===== src/rtl/chip8_pkg.sv =====
// Shared types for the CHIP-8 RAM arbiter: requester IDs, lock FSM states
// and default RAM geometry.
package chip8_pkg;

    localparam int ADDR_W_DEF = 12;
    localparam int DATA_W_DEF = 8;

    typedef enum logic [1:0] {REQ_VGA, REQ_CPU, REQ_RND} req_id_e;

    typedef enum logic [1:0] {IDLE, LOCK_CPU, LOCK_RND} arb_state_e;

endpackage


===== src/rtl/chip8_rr_pick.sv =====
// Two-way CPU/renderer tie picker. last_rnd = 1 means the renderer won the
// previous tie, so the CPU is favoured this time.
module chip8_rr_pick (
    input  logic cpu_req,
    input  logic rnd_req,
    input  logic last_rnd,
    output logic cpu_pick,
    output logic rnd_pick
);

    assign cpu_pick = cpu_req & (~rnd_req | last_rnd);
    assign rnd_pick = rnd_req & (~cpu_req | ~last_rnd);

endmodule


===== src/rtl/chip8_ram_arbiter.sv =====
// Single-port RAM arbiter for VGA (highest priority, read-only), CPU and renderer,
// with bus locking. Define CHIP8_ARB_ROUND_ROBIN_EN for round-robin CPU/renderer ties.
module chip8_ram_arbiter
    import chip8_pkg::*;
#(
    parameter int ADDR_W   = ADDR_W_DEF,
    parameter int DATA_W   = DATA_W_DEF,
    parameter int LOCK_MAX = 16
) (
    input  logic              clk,
    input  logic              reset,
    input  logic              vga_req,
    input  logic [ADDR_W-1:0] vga_addr,
    input  logic              cpu_req,
    input  logic [ADDR_W-1:0] cpu_addr,
    input  logic              cpu_we,
    input  logic [DATA_W-1:0] cpu_wdata,
    input  logic              cpu_lock,
    input  logic              rnd_req,
    input  logic [ADDR_W-1:0] rnd_addr,
    input  logic              rnd_we,
    input  logic [DATA_W-1:0] rnd_wdata,
    input  logic              rnd_lock,
    output logic              vga_gnt,
    output logic              cpu_gnt,
    output logic              rnd_gnt,
    output logic              vga_rvalid,
    output logic              cpu_rvalid,
    output logic              rnd_rvalid,
    output logic [DATA_W-1:0] rdata,
    output logic [ADDR_W-1:0] ram_read_address,
    output logic [ADDR_W-1:0] ram_write_address,
    output logic [DATA_W-1:0] ram_d,
    output logic              ram_we,
    input  logic [DATA_W-1:0] ram_q
);

    localparam int CNT_W = $clog2(LOCK_MAX + 1);

    arb_state_e       state_q, state_d;
    logic [CNT_W-1:0] cnt_q, cnt_d;
    // After a forced release the former non-owner gets the next CPU/renderer slot.
    logic             yield_cpu_q, yield_cpu_d, yield_rnd_q, yield_rnd_d;
    logic             last_rnd, cpu_pick, rnd_pick;
    logic [ADDR_W-1:0] ram_addr;

`ifdef CHIP8_ARB_ROUND_ROBIN_EN
    req_id_e last_q;

    always_ff @(posedge clk or negedge reset) begin
        if (!reset)       last_q <= REQ_RND;
        else if (cpu_gnt) last_q <= REQ_CPU;
        else if (rnd_gnt) last_q <= REQ_RND;
    end

    assign last_rnd = (last_q == REQ_RND);
`else
    assign last_rnd = 1'b1;
`endif

    chip8_rr_pick u_pick (
        .cpu_req  (cpu_req),
        .rnd_req  (rnd_req),
        .last_rnd (last_rnd),
        .cpu_pick (cpu_pick),
        .rnd_pick (rnd_pick)
    );

    always_comb begin
        vga_gnt = 1'b0;
        cpu_gnt = 1'b0;
        rnd_gnt = 1'b0;
        if (reset) begin
            if (vga_req) begin
                vga_gnt = 1'b1;
            end else begin
                case (state_q)
                    LOCK_CPU: cpu_gnt = cpu_req;
                    LOCK_RND: rnd_gnt = rnd_req;
                    default: begin
                        if (yield_cpu_q && cpu_req)      cpu_gnt = 1'b1;
                        else if (yield_rnd_q && rnd_req) rnd_gnt = 1'b1;
                        else begin
                            cpu_gnt = cpu_pick;
                            rnd_gnt = rnd_pick;
                        end
                    end
                endcase
            end
        end
    end

    // cnt_q counts owner grants since lock entry, the entry grant included.
    always_comb begin
        state_d     = state_q;
        cnt_d       = cnt_q;
        yield_cpu_d = yield_cpu_q & cpu_req & ~(cpu_gnt | rnd_gnt);
        yield_rnd_d = yield_rnd_q & rnd_req & ~(cpu_gnt | rnd_gnt);
        case (state_q)
            LOCK_CPU: begin
                if (cpu_gnt) cnt_d = cnt_q + 1'b1;
                if (!cpu_lock) begin
                    state_d = IDLE;
                    cnt_d   = '0;
                end else if (cnt_d == CNT_W'(LOCK_MAX)) begin
                    state_d     = IDLE;
                    cnt_d       = '0;
                    yield_rnd_d = 1'b1;
                end
            end
            LOCK_RND: begin
                if (rnd_gnt) cnt_d = cnt_q + 1'b1;
                if (!rnd_lock) begin
                    state_d = IDLE;
                    cnt_d   = '0;
                end else if (cnt_d == CNT_W'(LOCK_MAX)) begin
                    state_d     = IDLE;
                    cnt_d       = '0;
                    yield_cpu_d = 1'b1;
                end
            end
            default: begin
                cnt_d = '0;
                if (cpu_gnt && cpu_lock) begin
                    state_d = LOCK_CPU;
                    cnt_d   = CNT_W'(1);
                end else if (rnd_gnt && rnd_lock) begin
                    state_d = LOCK_RND;
                    cnt_d   = CNT_W'(1);
                end
            end
        endcase
    end

    always_ff @(posedge clk or negedge reset) begin
        if (!reset) begin
            state_q     <= IDLE;
            cnt_q       <= '0;
            yield_cpu_q <= 1'b0;
            yield_rnd_q <= 1'b0;
            vga_rvalid  <= 1'b0;
            cpu_rvalid  <= 1'b0;
            rnd_rvalid  <= 1'b0;
        end else begin
            state_q     <= state_d;
            cnt_q       <= cnt_d;
            yield_cpu_q <= yield_cpu_d;
            yield_rnd_q <= yield_rnd_d;
            vga_rvalid  <= vga_gnt;
            cpu_rvalid  <= cpu_gnt & ~cpu_we;
            rnd_rvalid  <= rnd_gnt & ~rnd_we;
        end
    end

    always_comb begin
        ram_addr = '0;
        ram_d    = '0;
        ram_we   = 1'b0;
        if (vga_gnt) begin
            ram_addr = vga_addr;
        end else if (cpu_gnt) begin
            ram_addr = cpu_addr;
            ram_d    = cpu_wdata;
            ram_we   = cpu_we;
        end else if (rnd_gnt) begin
            ram_addr = rnd_addr;
            ram_d    = rnd_wdata;
            ram_we   = rnd_we;
        end
    end

    assign ram_read_address  = ram_addr;
    assign ram_write_address = ram_addr;
    assign rdata = (vga_rvalid | cpu_rvalid | rnd_rvalid) ? ram_q : '0;

endmodule


===== config.mk =====
export PLATFORM = sky130hd
export DESIGN_NAME = chip8_ram_arbiter
export DESIGN_NICKNAME = d
export VERILOG_FILES = /design/src/rtl/chip8_pkg.sv /design/src/rtl/chip8_rr_pick.sv /design/src/rtl/chip8_ram_arbiter.sv
export SDC_FILE = /design/constraint.sdc
export NUM_CORES = 1
export LEC_CHECK = 0
export CAP_MARGIN = 20
export CORE_MARGIN = 5
export CORE_UTILIZATION = 29
export CTS_CLUSTER_SIZE = 24
export DETAILED_ROUTE_END_ITERATION = 6
export MAX_ROUTING_LAYER = met4
export PLACE_DENSITY = 0.84
export SLEW_MARGIN = 5
export SYNTH_ARGS = -nofsm -noshare
export SYNTH_HDL_FRONTEND = slang
export SYNTH_SLANG_ARGS = --single-unit

===== constraint.sdc =====
create_clock -name clk -period 2.5 [get_ports clk]
set_clock_uncertainty 0.1 [all_clocks]
set_input_delay 0.5 -clock clk [delete_from_list [all_inputs] [get_ports clk]]
set_output_delay 0.5 -clock clk [all_outputs]
set_load 0.03 [all_outputs]

Yosys cells after proc, flatten, opt, wreduce, memory -nomap -nowiden:

Index checks and enable logic that the tools add are counted.

* add/sub/neg operators: 1
* $mul: 0
* div/mod/pow operators: 0
* magnitude comparators: 0
* eq/ne operators: 6
* shift-type cells: 0
* mux-type cells: 46
* bitwise logic cells: 14
* reduce and logical (&&, ||, !) cells: 6

Operators with widths (count)
* 2-to-1 mux 5 bit: 8
* 2-to-1 mux 12 bit: 3
* 2-to-1 mux 8 bit: 4
* 2-to-1 mux 1 bit: 21
* 2-to-1 mux 2 bit: 6
* equality test 5 bit, second input constant: 2
* one-hot mux 5 bit (2 select lines): 1
* AND 1 bit: 7
* != test 3 bit, second input constant: 2
* adder 5 x 1 -> 5 bit, second input constant: 1
* logical AND 1 bit: 4
* NOT 1 bit: 4
* one-hot mux 1 bit (2 select lines): 2
* one-hot mux 2 bit (2 select lines): 1
* nonzero test 4 bit: 1
* OR 1 bit: 3
* AND reduction 3 bit: 1
* equality test 2 x 1 -> 1 bit, second input constant: 1
* equality test 2 bit, second input constant: 1

* bits in registers: 12
* bits in latches: 0
* RAM bits: 0
* bits in read-only memories: 0
* input port bits: 69
* output and inout port bits: 47
* logic and storage cells: 80
* memories: 0

Logic depth before layout (Yosys ltp):

* word-level depth: 13
* gate-level depth with buffers: 10

Modules after synthesis:

Synthesis repeated with hierarchy kept, for this count alone.

* cell total of the unflattened synthesis: 164
* area, all modules: 1222.4 um^2

By module, submodules not included
* chip8_ram_arbiter: times used 1, cells each 161, area each 1203.7 um^2
* chip8_rr_pick: times used 1, cells each 3, area each 18.8 um^2

Worst setup path after synthesis:

Ideal clock, no wire load.

* path kind: flip-flop to output port
* start point: reg state_q[0]
* end point: out ram_write_address[10]
* arrival: 2.672 ns
* setup slack: -0.772 ns
* stages on the path, launching flop included: 10
* path buffers: 4
* path through: dfrtp_1 inv_1 ha_1 buf_4 a211oi_4 clkbuf_1 clkbuf_1 a22oi_1 nand2_1 buf_4

* elaborated cells on any way between the ends: 11

RTL lines
* start, declared: RTL line chip8_ram_arbiter.sv:40 `arb_state_e state_q, state_d;`
* start signal, assigned: RTL line chip8_ram_arbiter.sv:145 `state_q <= state_d;`
* equality test 2 bit or equality test 2 x 1 -> 1 bit (tied branches): RTL line chip8_ram_arbiter.sv:77 `case (state_q)`
* one-hot mux 1 bit (2 select lines) (*): RTL line chip8_ram_arbiter.sv:77
* 2-to-1 mux 1 bit (*): RTL line chip8_ram_arbiter.sv:74 `if (vga_req) begin`
* 2-to-1 mux 1 bit (*): RTL line chip8_ram_arbiter.sv:73 `if (reset) begin`
* net cpu_gnt: RTL line chip8_ram_arbiter.sv:25 `output logic cpu_gnt,`
* 2-to-1 mux 12 bit (*): RTL line chip8_ram_arbiter.sv:161 `end else if (cpu_gnt) begin`
* 2-to-1 mux 12 bit (*): RTL line chip8_ram_arbiter.sv:159 `if (vga_gnt) begin`
* end, declared: RTL line chip8_ram_arbiter.sv:32 `output logic [ADDR_W-1:0] ram_write_address,`

The timed path passes the listed nets; every way through them passes the cells marked *.

Worst setup path in the final report:

* start point: reg state_q[0]
* end point: out ram_write_address[10]

* cells in the longest elaborated chain, start to end: 7
* elaborated cells on any way between the ends: 11

RTL lines
* equality test 2 bit or equality test 2 x 1 -> 1 bit (tied branches): RTL line chip8_ram_arbiter.sv:77
* one-hot mux 1 bit (2 select lines): RTL line chip8_ram_arbiter.sv:77
* 2-to-1 mux 1 bit: RTL line chip8_ram_arbiter.sv:74
* 2-to-1 mux 1 bit: RTL line chip8_ram_arbiter.sv:73
* 2-to-1 mux 12 bit: RTL line chip8_ram_arbiter.sv:165 `end else if (rnd_gnt) begin`
* 2-to-1 mux 12 bit (*): RTL line chip8_ram_arbiter.sv:161
* 2-to-1 mux 12 bit (*): RTL line chip8_ram_arbiter.sv:159

Mark *: on every way between the ends. The rest lies on a longest branch, timed or not.

==> qor.yml <==
global_route:
  grt_overflow: 0
  grtUsageTotal: 0.1932
  grt_first_pass_wirelength_um: 9349
  grt_pass1_vias: 2055
  grt_max_degree: 22
  antenna_found_initial: 0
clock_network:
  clk_pin_slew_ps: 60
  clockRootBuffer: "clkbuf_8"
  cts_htree_levels: 1
  clock_sinks: 12
  clockBufferDepth: 2
  worstSkewPairLatency_ps: 250
  cts_tree: "yes"
  numCtsBuffers: 3
  cts-hold-fix-buffers: 0
layout:
  drive_above_1_share: 0.4140
  stdcell_count: 368
  area_delta_synth_final_pct: 127.9
  utilization: 0.6725
  seq_area_um2: 301.5
  n_fill_cell: 370
  multi_input_area_um2: 1151
  fin_nets: 388
  finalInstanceArea_um2: 3134
  antenna_cells: 0
placed_design:
  dpl.cell_count: 353
  place_area_um2: 2755
  io_buffer_count: 115
  hpwl_um: 4671
  gp_congestion: 1.000
timing:
  grt_setup_unrepaired: "true"
  max_slew_margin: 0.7630
  hold_viol_final: 0
  setup_violations: 36
  fmax_ghz: 0.3691
  setup_tns_ps: -5986
  period_minus_slack_ps: 2709
  setup_ws_ps: -209.3
  fin_crit_sh: 1.084
  tightest_slew_ps: 352.4
  finalMaxSlewViolations: 0
synth:
  syn-num-nets: 253
  avgSynthCellArea_um2: 7.639
  netlist_area_um2: 1375
  dominantRegCellSynth: "dfrtp_1"
  synthArstFlopShare: 1.000
  syn_inst: 180
  synth_largest_area_cell: "dfrtp_1"
  synth_top_area_share: 0.2184
  yosysUniqueCellTypes: 43
  synth_warnings: 0
  yosys-top-cells-area: "dfrtp_1, nand2_1, a22oi_1"
  synth_enable_flop_cells: 0
  ys_seq_area_frac: 0.2184
  synth-seq-cells: 12
worst_setup_path:
  cp.required_ps: 1900
  crit_buf_inv: 4
  start_kind: "flop"
  end_kind: "output pin"
  critPathMaxStageDelay_ps: 440
  crit_chain: "inv_2, ha_4, buf_6, a311o_1, nor2_4, clkbuf_16, nand2_2, nand2_4, buf_6"
  critPathArrivalTime_ps: 2110
  cp_slowest_cell: "dfrtp_2"
  cp_max_fo: 10
  critPathTopFamily: "buffers and inverters"
  crit_path_frequent_cell: "buf_6"
  path_class: "flop to output pin"
pwr:
  vdd_ir_drop_max_uv: 276.1
  leakage_nw: 1.342
  powerDensity_nw_per_um2: 545.8
  p_total_mw: 1.711
drt:
  wl_per_cell_um: 17.00
  wirelength_um: 6257
  ant_nets: 0
  dr.pass1.iters: 4
  drtIter0Drc: 143
  num_vias: 1928
  drc_errors: 0
  via_per_inst: 5.239
die:
  io_pins: 116
  std_cell_rows: 25
  initial_core_util: 0.2950
  core_um2: 4661
  die_w_um: 78.86
  dieArea_um2: 6219
  die_h_um: 78.86
min_path:
  hold_path.class: "primary input to asynchronous set/reset pin"
status:
  status: "finished, violations left"
  violations: "setup timing"
run:
  cap_violations: 0
==> synth_stat cells (all sizes together), types with 2 or more instances <==
master and number:
clkbuf 10, nand2 32, nand4 3, nor2b 10
inv 3, a21oi 9, a22oi 13, nand3 4
buf 14, nand2b 2, nor2 12, xor2 3
nor3 3, ha 4, dfrtp 12, a211oi 3
and2 3, and3 3, mux2i 3, or3 3
nand3b 2, o21ai 3, a22o 10
==> worst reg2reg max path, stage by stage (launching register included) <==
cell	delay, ps
dfrtp_2	440
buf_6	140
ha_4	160
nor2_4	140
a211oi_4	70
buf_4	130
or4b_4	490
a311oi_2	330
o2111ai_2	180
mux2_4	320
==> placed cells by master (no fill, tap or decap), types with 4 or more instances in the layout <==
cell	synthesis	final
nand2_4	0	12
clkbuf_8	0	4
a21oi_1	9	7
nand2_1	32	11
dfrtp_1	12	11
buf_6	1	41
nor2_1	11	10
dlygate4sd2_1	0	4
nand3_1	4	4
a22oi_2	0	12
nand2_2	0	9
nor2b_1	10	10
buf_4	13	31
clkdlybuf4s50_1	0	75
a22o_1	10	10
==> final timing paths <==
check / startpoint / end / slack [ps] / depth (start not counted)
worst max-delay path: state_q[0] / ram_write_address[10] / -210 / 9
worst min-delay path: reset / vga_rvalid / 360 / 2
worst max register to register: state_q[0] / state_q[0] / -100 / 9
worst min register to register: state_q[0] / state_q[0] / 480 / 1
max in group asynchronous: reset / state_q[0] / 1760 / 2
min in group clk: state_q[0] / state_q[0] / 480 / 1
==> state kept, by name, indices dropped and copies added, names as in the netlist <==
register and flops:
yield_cpu_q 1, cnt_q 5, state_q 2, yield_rnd_q 1, vga_rvalid 1, cpu_rvalid 1, rnd_rvalid 1
==> per-layer routing <==
| metal | global-route usage | up-vias | part of all wire |
|---|---|---|---|
| li1 | - | 912 | - |
| met1 | 0.2054 | 909 | 0.37 |
| met2 | 0.3540 | 89 | 0.54 |
| met3 | 0.02721 | 18 | 0.057 |
| met4 | 0.08935 | 0 | 0.033 |
| met5 | - | - | 0 |
==> cell families after synthesis <==
kind of cell	Yosys count	synth area share
mux	4	0.03275
fa+ha+maj	4	0.03640
xor+xnor	4	0.02548
buf+inv	27	0.1146
flops	12	0.2184
compound gates	49	0.2793
simple gates	80	0.2930
==> stage by stage <==
stage	setup slack, ps	hold slack, ps
after floorplan	-51.13	104.4
after global placement	-311.3	451.3
after detailed placement	-348.1	474.5
after CTS	-160.6	360.5
after global routing	-295.6	375.0
final	-209.3	357.1
==> where the power goes <==
group	total, mW	switching [mW]	leakage, nW	internal [mW]
combinational	1.24	0.606	1.15	0.633
clock	0.226	0.0861	0.0288	0.140
sequential	0.246	0.0308	0.161	0.215
==> area by class of cell <==
cell class,count,area share
inverter,3,0.004391
multi-input combinational,141,0.3673
tap,54,0.02156
timing repair buffer,154,0.4930
sequential,12,0.09621
clock buffer,4,0.01756
==> repair_timing <==
| item | 4_1_cts | 5_1_grt |
|---|---|---|
| pin swaps | 4 | 5 |
| endpoints found under the setup margin | 37 | 38 |
| gates resized for setup | 41 | 27 |
| setup buffers | 9 | 1 |
| cloned | 0 | 1 |
Note: power is estimated with default switching activity, not from simulation.
